$ cat config.mk
export PLATFORM = sky130hd
export DESIGN_NAME = rob_commit_flat
export DESIGN_NICKNAME = d
export VERILOG_FILES = /design/src/rtl/rob_commit_if.sv /design/src/rtl/rob_commit.sv /design/src/flat_wrapper.sv
export SDC_FILE = /design/constraint.sdc
export NUM_CORES = 2
export LEC_CHECK = 0
export CAP_MARGIN = 20
export CELL_PAD_IN_SITES_DETAIL_PLACEMENT = 1
export CELL_PAD_IN_SITES_GLOBAL_PLACEMENT = 1
export CORE_ASPECT_RATIO = 2
export CORE_MARGIN = 2
export CORE_UTILIZATION = 48
export CTS_CLUSTER_SIZE = 40
export DETAILED_ROUTE_END_ITERATION = 10
export GPL_TIMING_DRIVEN = 0
export PLACE_DENSITY = 0.78
export SLEW_MARGIN = 0
export SYNTH_ARGS = -nofsm -noshare
export SYNTH_HDL_FRONTEND = slang
export SYNTH_SLANG_ARGS = --single-unit
export TNS_END_PERCENT = 30
$ cat constraint.sdc
create_clock -name clk -period 3.9 [get_ports clk]
set_input_delay 0.585 -clock clk [delete_from_list [all_inputs] [get_ports clk]]
set_output_delay 0.585 -clock clk [all_outputs]
set_load 0.01 [all_outputs]
$ cat src/rtl/rob_commit_if.sv
// Dispatcher/CDB/regfile-facing signal bundle of the reorder buffer.
// The slave modport is the ROB side; the master modport is the environment side.
interface rob_commit_if #(
    parameter int ID_WIDTH = 4
);
    logic                alloc_en;
    logic [5:0]          alloc_rd;
    logic                alloc_is_branch;
    logic                alloc_is_store;
    logic [ID_WIDTH-1:0] alloc_id;
    logic                full;

    logic                cdb0_en;
    logic [ID_WIDTH-1:0] cdb0_id;
    logic [31:0]         cdb0_val;
    logic                cdb0_mispred;
    logic [31:0]         cdb0_pc;
    logic                cdb1_en;
    logic [ID_WIDTH-1:0] cdb1_id;
    logic [31:0]         cdb1_val;

    logic [ID_WIDTH-1:0] qry_j_id;
    logic [ID_WIDTH-1:0] qry_k_id;
    logic                qry_j_ready;
    logic                qry_k_ready;
    logic [31:0]         qry_j_val;
    logic [31:0]         qry_k_val;

    logic                enable_to_reg;
    logic [5:0]          rd_to_reg;
    logic [ID_WIDTH-1:0] q_to_reg;
    logic [31:0]         v_to_reg;
    logic                store_commit;
    logic [ID_WIDTH-1:0] store_commit_id;
    logic                mispredict;
    logic [31:0]         pc_to_fetch;

    modport slave (
        input  alloc_en, alloc_rd, alloc_is_branch, alloc_is_store,
        output alloc_id, full,
        input  cdb0_en, cdb0_id, cdb0_val, cdb0_mispred, cdb0_pc,
        input  cdb1_en, cdb1_id, cdb1_val,
        input  qry_j_id, qry_k_id,
        output qry_j_ready, qry_k_ready, qry_j_val, qry_k_val,
        output enable_to_reg, rd_to_reg, q_to_reg, v_to_reg,
        output store_commit, store_commit_id, mispredict, pc_to_fetch
    );

    modport master (
        output alloc_en, alloc_rd, alloc_is_branch, alloc_is_store,
        input  alloc_id, full,
        output cdb0_en, cdb0_id, cdb0_val, cdb0_mispred, cdb0_pc,
        output cdb1_en, cdb1_id, cdb1_val,
        output qry_j_id, qry_k_id,
        input  qry_j_ready, qry_k_ready, qry_j_val, qry_k_val,
        input  enable_to_reg, rd_to_reg, q_to_reg, v_to_reg,
        input  store_commit, store_commit_id, mispredict, pc_to_fetch
    );
endinterface

$ cat src/rtl/rob_commit.sv
// In-order reorder buffer: allocates for dispatch, captures two CDBs, retires the
// head into the regfile / store path, and raises a one-cycle flush on mispredict.
module rob_commit #(
    parameter int ROB_SIZE = 16,
    parameter int ID_WIDTH = 4,
    parameter int REG_NONE = 32
) (
    input logic clk,
    input logic rst,
    input logic rdy,
    rob_commit_if.slave bus
);
    localparam int CW = ID_WIDTH + 1;
    localparam logic [CW-1:0]       CAP     = CW'(ROB_SIZE);
    localparam logic [ID_WIDTH-1:0] ID_ONE  = ID_WIDTH'(1);
    localparam logic [5:0]          RD_NONE = 6'(REG_NONE);

    logic [ROB_SIZE-1:0] busy;
    logic [ROB_SIZE-1:0] ready;
    logic [ROB_SIZE-1:0] is_branch;
    logic [ROB_SIZE-1:0] is_store;
    logic [ROB_SIZE-1:0] mispred;
    logic [5:0]          rd_q    [ROB_SIZE];
    logic [31:0]         value_q [ROB_SIZE];
    logic [31:0]         pc_q    [ROB_SIZE];

    logic [ID_WIDTH-1:0] head;
    logic [ID_WIDTH-1:0] tail;
    logic [CW-1:0]       count;

    logic                enable_r;
    logic [5:0]          rd_r;
    logic [ID_WIDTH-1:0] q_r;
    logic [31:0]         v_r;
    logic                store_r;
    logic [ID_WIDTH-1:0] store_id_r;
    logic                mispredict_r;
    logic [31:0]         pc_r;

    logic full;
    logic live;
    logic do_alloc;
    logic do_commit;
    logic do_flush;
    logic wb0;
    logic wb1;
    logic head_writes_reg;

    assign full      = (count == CAP);
    assign live      = rdy && !mispredict_r;
    assign do_alloc  = live && bus.alloc_en && !full;
    assign do_commit = live && (count != '0) && ready[head];
    assign do_flush  = do_commit && is_branch[head] && mispred[head];
    assign wb0       = live && bus.cdb0_en && busy[bus.cdb0_id];
    assign wb1       = live && bus.cdb1_en && busy[bus.cdb1_id];
    assign head_writes_reg = !is_store[head] && (rd_q[head] != '0) && (rd_q[head] != RD_NONE);

    // Control state and registered commit outputs; a flush overrides any
    // allocation or writeback landing on the same edge.
    always_ff @(posedge clk or negedge rst) begin
        if (!rst) begin
            busy         <= '0;
            ready        <= '0;
            head         <= '0;
            tail         <= '0;
            count        <= '0;
            enable_r     <= 1'b0;
            rd_r         <= '0;
            q_r          <= '0;
            v_r          <= '0;
            store_r      <= 1'b0;
            store_id_r   <= '0;
            mispredict_r <= 1'b0;
            pc_r         <= '0;
        end else if (rdy) begin
            enable_r     <= do_commit && head_writes_reg;
            store_r      <= do_commit && is_store[head];
            mispredict_r <= do_flush;
            if (do_commit && head_writes_reg) begin
                rd_r <= rd_q[head];
                q_r  <= head;
                v_r  <= value_q[head];
            end
            if (do_commit && is_store[head]) begin
                store_id_r <= head;
            end
            if (do_flush) begin
                pc_r  <= pc_q[head];
                busy  <= '0;
                ready <= '0;
                head  <= '0;
                tail  <= '0;
                count <= '0;
            end else begin
                if (do_commit) begin
                    busy[head]  <= 1'b0;
                    ready[head] <= 1'b0;
                    head        <= head + ID_ONE;
                end
                if (do_alloc) begin
                    busy[tail]  <= 1'b1;
                    ready[tail] <= 1'b0;
                    tail        <= tail + ID_ONE;
                end
                if (wb1) ready[bus.cdb1_id] <= 1'b1;
                if (wb0) ready[bus.cdb0_id] <= 1'b1;
                count <= count + CW'(do_alloc) - CW'(do_commit);
            end
        end
    end

    // Payload storage; CDB0 is written last so it wins a same-tag collision.
    always_ff @(posedge clk) begin
        if (do_alloc) begin
            rd_q[tail]      <= bus.alloc_rd;
            is_branch[tail] <= bus.alloc_is_branch;
            is_store[tail]  <= bus.alloc_is_store;
            mispred[tail]   <= 1'b0;
        end
        if (wb1) begin
            value_q[bus.cdb1_id] <= bus.cdb1_val;
            mispred[bus.cdb1_id] <= 1'b0;
        end
        if (wb0) begin
            value_q[bus.cdb0_id] <= bus.cdb0_val;
            mispred[bus.cdb0_id] <= bus.cdb0_mispred;
            pc_q[bus.cdb0_id]    <= bus.cdb0_pc;
        end
    end

    always_comb begin
        bus.qry_j_ready = 1'b0;
        bus.qry_j_val   = '0;
        if (!mispredict_r) begin
            if (bus.cdb0_en && bus.cdb0_id == bus.qry_j_id) begin
                bus.qry_j_ready = 1'b1;
                bus.qry_j_val   = bus.cdb0_val;
            end else if (bus.cdb1_en && bus.cdb1_id == bus.qry_j_id) begin
                bus.qry_j_ready = 1'b1;
                bus.qry_j_val   = bus.cdb1_val;
            end else if (busy[bus.qry_j_id] && ready[bus.qry_j_id]) begin
                bus.qry_j_ready = 1'b1;
                bus.qry_j_val   = value_q[bus.qry_j_id];
            end
        end
    end

    always_comb begin
        bus.qry_k_ready = 1'b0;
        bus.qry_k_val   = '0;
        if (!mispredict_r) begin
            if (bus.cdb0_en && bus.cdb0_id == bus.qry_k_id) begin
                bus.qry_k_ready = 1'b1;
                bus.qry_k_val   = bus.cdb0_val;
            end else if (bus.cdb1_en && bus.cdb1_id == bus.qry_k_id) begin
                bus.qry_k_ready = 1'b1;
                bus.qry_k_val   = bus.cdb1_val;
            end else if (busy[bus.qry_k_id] && ready[bus.qry_k_id]) begin
                bus.qry_k_ready = 1'b1;
                bus.qry_k_val   = value_q[bus.qry_k_id];
            end
        end
    end

    assign bus.alloc_id        = tail;
    assign bus.full            = full;
    assign bus.enable_to_reg   = enable_r;
    assign bus.rd_to_reg       = rd_r;
    assign bus.q_to_reg        = q_r;
    assign bus.v_to_reg        = v_r;
    assign bus.store_commit    = store_r;
    assign bus.store_commit_id = store_id_r;
    assign bus.mispredict      = mispredict_r;
    assign bus.pc_to_fetch     = pc_r;
endmodule

$ cat src/flat_wrapper.sv
// flat-port wrapper written by rule: the top's interface ports become plain ports
module rob_commit_flat 
#(
    parameter int ROB_SIZE = 16,
    parameter int ID_WIDTH = 4,
    parameter int REG_NONE = 32
)
  (clk, rst, rdy, bus_alloc_en, bus_alloc_rd, bus_alloc_is_branch, bus_alloc_is_store, bus_alloc_id, bus_full, bus_cdb0_en, bus_cdb0_id, bus_cdb0_val, bus_cdb0_mispred, bus_cdb0_pc, bus_cdb1_en, bus_cdb1_id, bus_cdb1_val, bus_qry_j_id, bus_qry_k_id, bus_qry_j_ready, bus_qry_k_ready, bus_qry_j_val, bus_qry_k_val, bus_enable_to_reg, bus_rd_to_reg, bus_q_to_reg, bus_v_to_reg, bus_store_commit, bus_store_commit_id, bus_mispredict, bus_pc_to_fetch);
  rob_commit_if #(.ID_WIDTH(ID_WIDTH)) bus_i ();
  input logic clk;
  input logic rst;
  input logic rdy;
  input wire logic [$bits(bus_i.alloc_en)-1:0] bus_alloc_en;
  input wire logic [$bits(bus_i.alloc_rd)-1:0] bus_alloc_rd;
  input wire logic [$bits(bus_i.alloc_is_branch)-1:0] bus_alloc_is_branch;
  input wire logic [$bits(bus_i.alloc_is_store)-1:0] bus_alloc_is_store;
  output wire logic [$bits(bus_i.alloc_id)-1:0] bus_alloc_id;
  output wire logic [$bits(bus_i.full)-1:0] bus_full;
  input wire logic [$bits(bus_i.cdb0_en)-1:0] bus_cdb0_en;
  input wire logic [$bits(bus_i.cdb0_id)-1:0] bus_cdb0_id;
  input wire logic [$bits(bus_i.cdb0_val)-1:0] bus_cdb0_val;
  input wire logic [$bits(bus_i.cdb0_mispred)-1:0] bus_cdb0_mispred;
  input wire logic [$bits(bus_i.cdb0_pc)-1:0] bus_cdb0_pc;
  input wire logic [$bits(bus_i.cdb1_en)-1:0] bus_cdb1_en;
  input wire logic [$bits(bus_i.cdb1_id)-1:0] bus_cdb1_id;
  input wire logic [$bits(bus_i.cdb1_val)-1:0] bus_cdb1_val;
  input wire logic [$bits(bus_i.qry_j_id)-1:0] bus_qry_j_id;
  input wire logic [$bits(bus_i.qry_k_id)-1:0] bus_qry_k_id;
  output wire logic [$bits(bus_i.qry_j_ready)-1:0] bus_qry_j_ready;
  output wire logic [$bits(bus_i.qry_k_ready)-1:0] bus_qry_k_ready;
  output wire logic [$bits(bus_i.qry_j_val)-1:0] bus_qry_j_val;
  output wire logic [$bits(bus_i.qry_k_val)-1:0] bus_qry_k_val;
  output wire logic [$bits(bus_i.enable_to_reg)-1:0] bus_enable_to_reg;
  output wire logic [$bits(bus_i.rd_to_reg)-1:0] bus_rd_to_reg;
  output wire logic [$bits(bus_i.q_to_reg)-1:0] bus_q_to_reg;
  output wire logic [$bits(bus_i.v_to_reg)-1:0] bus_v_to_reg;
  output wire logic [$bits(bus_i.store_commit)-1:0] bus_store_commit;
  output wire logic [$bits(bus_i.store_commit_id)-1:0] bus_store_commit_id;
  output wire logic [$bits(bus_i.mispredict)-1:0] bus_mispredict;
  output wire logic [$bits(bus_i.pc_to_fetch)-1:0] bus_pc_to_fetch;
  assign bus_i.alloc_en = bus_alloc_en;
  assign bus_i.alloc_rd = bus_alloc_rd;
  assign bus_i.alloc_is_branch = bus_alloc_is_branch;
  assign bus_i.alloc_is_store = bus_alloc_is_store;
  assign bus_alloc_id = bus_i.alloc_id;
  assign bus_full = bus_i.full;
  assign bus_i.cdb0_en = bus_cdb0_en;
  assign bus_i.cdb0_id = bus_cdb0_id;
  assign bus_i.cdb0_val = bus_cdb0_val;
  assign bus_i.cdb0_mispred = bus_cdb0_mispred;
  assign bus_i.cdb0_pc = bus_cdb0_pc;
  assign bus_i.cdb1_en = bus_cdb1_en;
  assign bus_i.cdb1_id = bus_cdb1_id;
  assign bus_i.cdb1_val = bus_cdb1_val;
  assign bus_i.qry_j_id = bus_qry_j_id;
  assign bus_i.qry_k_id = bus_qry_k_id;
  assign bus_qry_j_ready = bus_i.qry_j_ready;
  assign bus_qry_k_ready = bus_i.qry_k_ready;
  assign bus_qry_j_val = bus_i.qry_j_val;
  assign bus_qry_k_val = bus_i.qry_k_val;
  assign bus_enable_to_reg = bus_i.enable_to_reg;
  assign bus_rd_to_reg = bus_i.rd_to_reg;
  assign bus_q_to_reg = bus_i.q_to_reg;
  assign bus_v_to_reg = bus_i.v_to_reg;
  assign bus_store_commit = bus_i.store_commit;
  assign bus_store_commit_id = bus_i.store_commit_id;
  assign bus_mispredict = bus_i.mispredict;
  assign bus_pc_to_fetch = bus_i.pc_to_fetch;
  rob_commit #(.ROB_SIZE(ROB_SIZE), .ID_WIDTH(ID_WIDTH), .REG_NONE(REG_NONE)) u_core (.clk(clk), .rst(rst), .rdy(rdy), .bus(bus_i));
endmodule
==> impl_metrics.ini <==
[outcome]
outcome = finished with violations
failing_checks = capacitance limit, slew limit, setup timing

[critical_path]
timing.critical_path.depth = 7
length_in_cells_of_the_worst_reg_to_reg_path = 6
worstPathArrival_ps = 4760
launching_element_of_the_worst_setup_path = rdy
timing.critical_path.slowest_cell_delay_ps = 960
required_ps = 4420
worstPathBufferInverterCount = 3
worstSetupPathType = input port to register
worst_setup_path_start_kind = input port
r2r-start = u_core.bus.mispredict
r2r-end = u_core.value_q[9][12]
worst_setup_path_endpoint = u_core.value_q[1][3]
crit_chain = clkdlybuf4s50_1 > nand2_1 > nor4_1 > and3_1 > clkbuf_1 > buf_1 > mux2_2
path_max_fanout = 10
cell_with_the_largest_stage_delay_on_the_worst_path = sky130_fd_sc_hd__buf_1
r2r_setup_slack_ps = -290
cell_family_contributing_the_most_delay_on_the_critical_path = buffers and inverters
element_type_at_the_critical_path_end = register

[hold_path]
worstHoldPathType = input port to async pin

[floorplanning]
row_count = 191
io_pins = 279
floorplan.initialDensity_pct = 48.32
area_of_the_die_mm2 = 0.1395
die_h_um = 526.3
design.core.area_mm2 = 0.1355
dieWidth_um = 265.1

[global_routing]
grt_start_max_net_pins = 73
first_global_vias = 47130
grt_remaining_overflow = 0
initial_antenna_violation_count = 33
gr-usage-all-layers_pct = 40.31
grt_pass1_wl_um = 380500

[timing]
timing_worst_slew_pin_value_ps = 1509
final.period_utilization_pct = 108.7
setup_viol_count_final = 233
fmax_ghz = 0.2360
slew_viol_final = 9
rsz0062_at_grt = yes
period_needed_ps = 4237
slew_headroom_pct = -0.6237
setup_total_negative_slack_ps = -27570
clock_skew_ps = 50.45
setup_slack_ps = -337.4
finalHoldViolCount = 0

[synth]
synth_adder_area_share_pct = 0.2981
post_synthesis_net_count = 3968
syn_avg_cell_area_um2 = 17.11
synth_area_mm2 = 0.06547
synth-xor-area-share_pct = 0.3211
post-synth-top-area-cell = sky130_fd_sc_hd__edfxtp_1
ys_ff_latch = 1294
sequential_area_share_after_synthesis_pct = 58.14
synth_mux_area_share_pct = 32.17
synth_enable_flop_cells = 1152
ys_warn_count = 0
dominant_cells_by_area_after_synthesis = sky130_fd_sc_hd__edfxtp_1 (53%), sky130_fd_sc_hd__mux4_2 (22%), sky130_fd_sc_hd__mux2_2 (8.2%)
ys.flop_type = sky130_fd_sc_hd__edfxtp_1
synth_largest_type_area_fraction_pct = 52.84
synth_compound_gate_area_share_pct = 2.765
synth_cell_types = 55
post_synth_simple_gate_area_pct = 3.385
post_synth_inst_count = 3826
asyncSetResetFlopFracSynth_pct = 9.737
synth_top_family_by_area = multiplexers

[cells_and_area]
final-seq-area_mm2 = 0.03808
layout_top_registers = u_core.pc_q (512), u_core.value_q (512), u_core.rd_q (96)
fill_cells = 11960
mostFrequentLayoutCell = sky130_fd_sc_hd__edfxtp_1
layout.cells.most_common_list = sky130_fd_sc_hd__edfxtp_1 (1152), sky130_fd_sc_hd__mux4_2 (645), sky130_fd_sc_hd__mux2_2 (475), sky130_fd_sc_hd__nand2_1 (362), sky130_fd_sc_hd__clkdlybuf4s50_1 (152)
multiInputGateArea_mm2 = 0.02624
finalNetCount = 4461
flow.area_growth_from_synthesis_pct = 19.00
final_cells = 6177
drive_gt1_share_pct = 41.96

[cts]
tritoncts.num_buffers = 115
cts_buffer_depth = 3
clock-root-buffer = sky130_fd_sc_hd__clkbuf_16
cts.htree.levels = 3
worstSkewPairLatency_ps = 810
clk_pin_slew_worst_paths_ps = 70
tritoncts = yes
clock_sinks = 1294

[pwr]
pwr_density_cell_mw_per_mm2 = 574.9
worst_ir_drop_vdd_v = 0.0006575
power_uw = 44790
cellLeakagePower_uw = 0.02652

[job]
drv_cap = 1

[placed_design]
buffer_ports.inserted = 226
place.detailed.hpwl_um = 189700
dp.cells = 5885
place.gp.congestion = 0.9795

[drt]
ant_nets = 0
vias = 45190
finalWirelength_um = 279400
via_per_inst = 7.316
drt_first_iter_violations = 6580
avgRoutedWirePerCell_um = 45.23
drt-pass1-iter-count = 6
remaining_drc_errors = 0
-- synthesized netlist by cell type, types with 9 or more instances --
library cell / number
sky130_fd_sc_hd__edfxtp_1: 1152
sky130_fd_sc_hd__mux4_2: 645
sky130_fd_sc_hd__mux2_2: 475
sky130_fd_sc_hd__nand2_1: 367
sky130_fd_sc_hd__clkbuf_1: 212
sky130_fd_sc_hd__buf_1: 128
sky130_fd_sc_hd__dfrtp_1: 126
sky130_fd_sc_hd__o21ai_0: 97
sky130_fd_sc_hd__inv_1: 81
sky130_fd_sc_hd__a22oi_1: 74
sky130_fd_sc_hd__nor2_1: 55
sky130_fd_sc_hd__mux2i_1: 49
sky130_fd_sc_hd__nand3_1: 49
sky130_fd_sc_hd__a21oi_1: 36
sky130_fd_sc_hd__buf_2: 36
sky130_fd_sc_hd__mux2_4: 34
sky130_fd_sc_hd__o22ai_1: 17
sky130_fd_sc_hd__dfxtp_1: 16
sky130_fd_sc_hd__xor2_1: 16
sky130_fd_sc_hd__and3_1: 15
sky130_fd_sc_hd__o22a_1: 15
sky130_fd_sc_hd__ha_1: 14
sky130_fd_sc_hd__a31oi_1: 9
-- power breakdown --
part,internal (uW),switching (uW)
Sequential,15900,621
Combinational,7170,8270
Clock,7200,5660
-- metal layers --
metal  GRT usage, %  vias up  wire [um]
li1               -    16490          -
met1          42.95    23210      83690
met2          63.04     3981     129000
met3          13.95     1485      34290
met4          36.39       30      32140
met5              0        -        248
-- worst min-delay path by stage --
stage / start / end / slack, ps
6_report: rst / u_core.count[3] / 350
5_1_grt: bus_cdb0_val[16] / u_core.value_q[15][16] / 400
4_1_cts: bus_cdb0_val[23] / u_core.value_q[9][23] / 320
3_5_place_dp: u_core.mispred[13] / u_core.mispred[13] / 460
3_3_place_gp: u_core.mispred[14] / u_core.mispred[14] / 450
2_1_floorplan: rst / u_core.bus.alloc_id[0] / 290
-- metrics by stage --
| step | util [%] | hold slack [ps] | instance area, um2 | setup WS, ps |
|---|---|---|---|---|
| after floorplan | - | 289.4 | 65470 | 372.4 |
| after global placement | 51.59 | 453.7 | 69910 | -4924 |
| after detailed placement | 53.05 | 457.9 | 71890 | -2532 |
| after CTS | 57.08 | 324.6 | 77340 | -135.5 |
| after global routing | 57.47 | 395.2 | 77870 | -285.6 |
| final | 57.50 | 353.7 | 77910 | -337.4 |
-- final cells by class --
cell class	count	share of cell area, %
sequential	1294	48.88
clock buffer	145	4.079
multi-input combinational	2062	33.68
buffer	383	3.034
timing repair buffer	379	5.809
clock inverter	74	1.257
inverter	84	0.4095
antenna	19	0.06103
tap	1737	2.790
-- timing repair --
action	CTS	global route
gates resized for setup	573	159
gates cloned	0	1
endpoints found under the hold margin	71	0
hold buffers	1	0
setup buffers	28	20
pin swaps	15	18
setup endpoints to repair	232	283
-- cell families after synthesis --
family / count (synthesis)
AND/OR/NAND/NOR: 531
adder cells (fa/ha/maj): 15
AO/OA/AOI/OAI: 282
XOR/XNOR: 24
multiplexers: 1210
flip-flops: 1294
buffers and inverters: 470
Power figures use the tool's default switching activity.
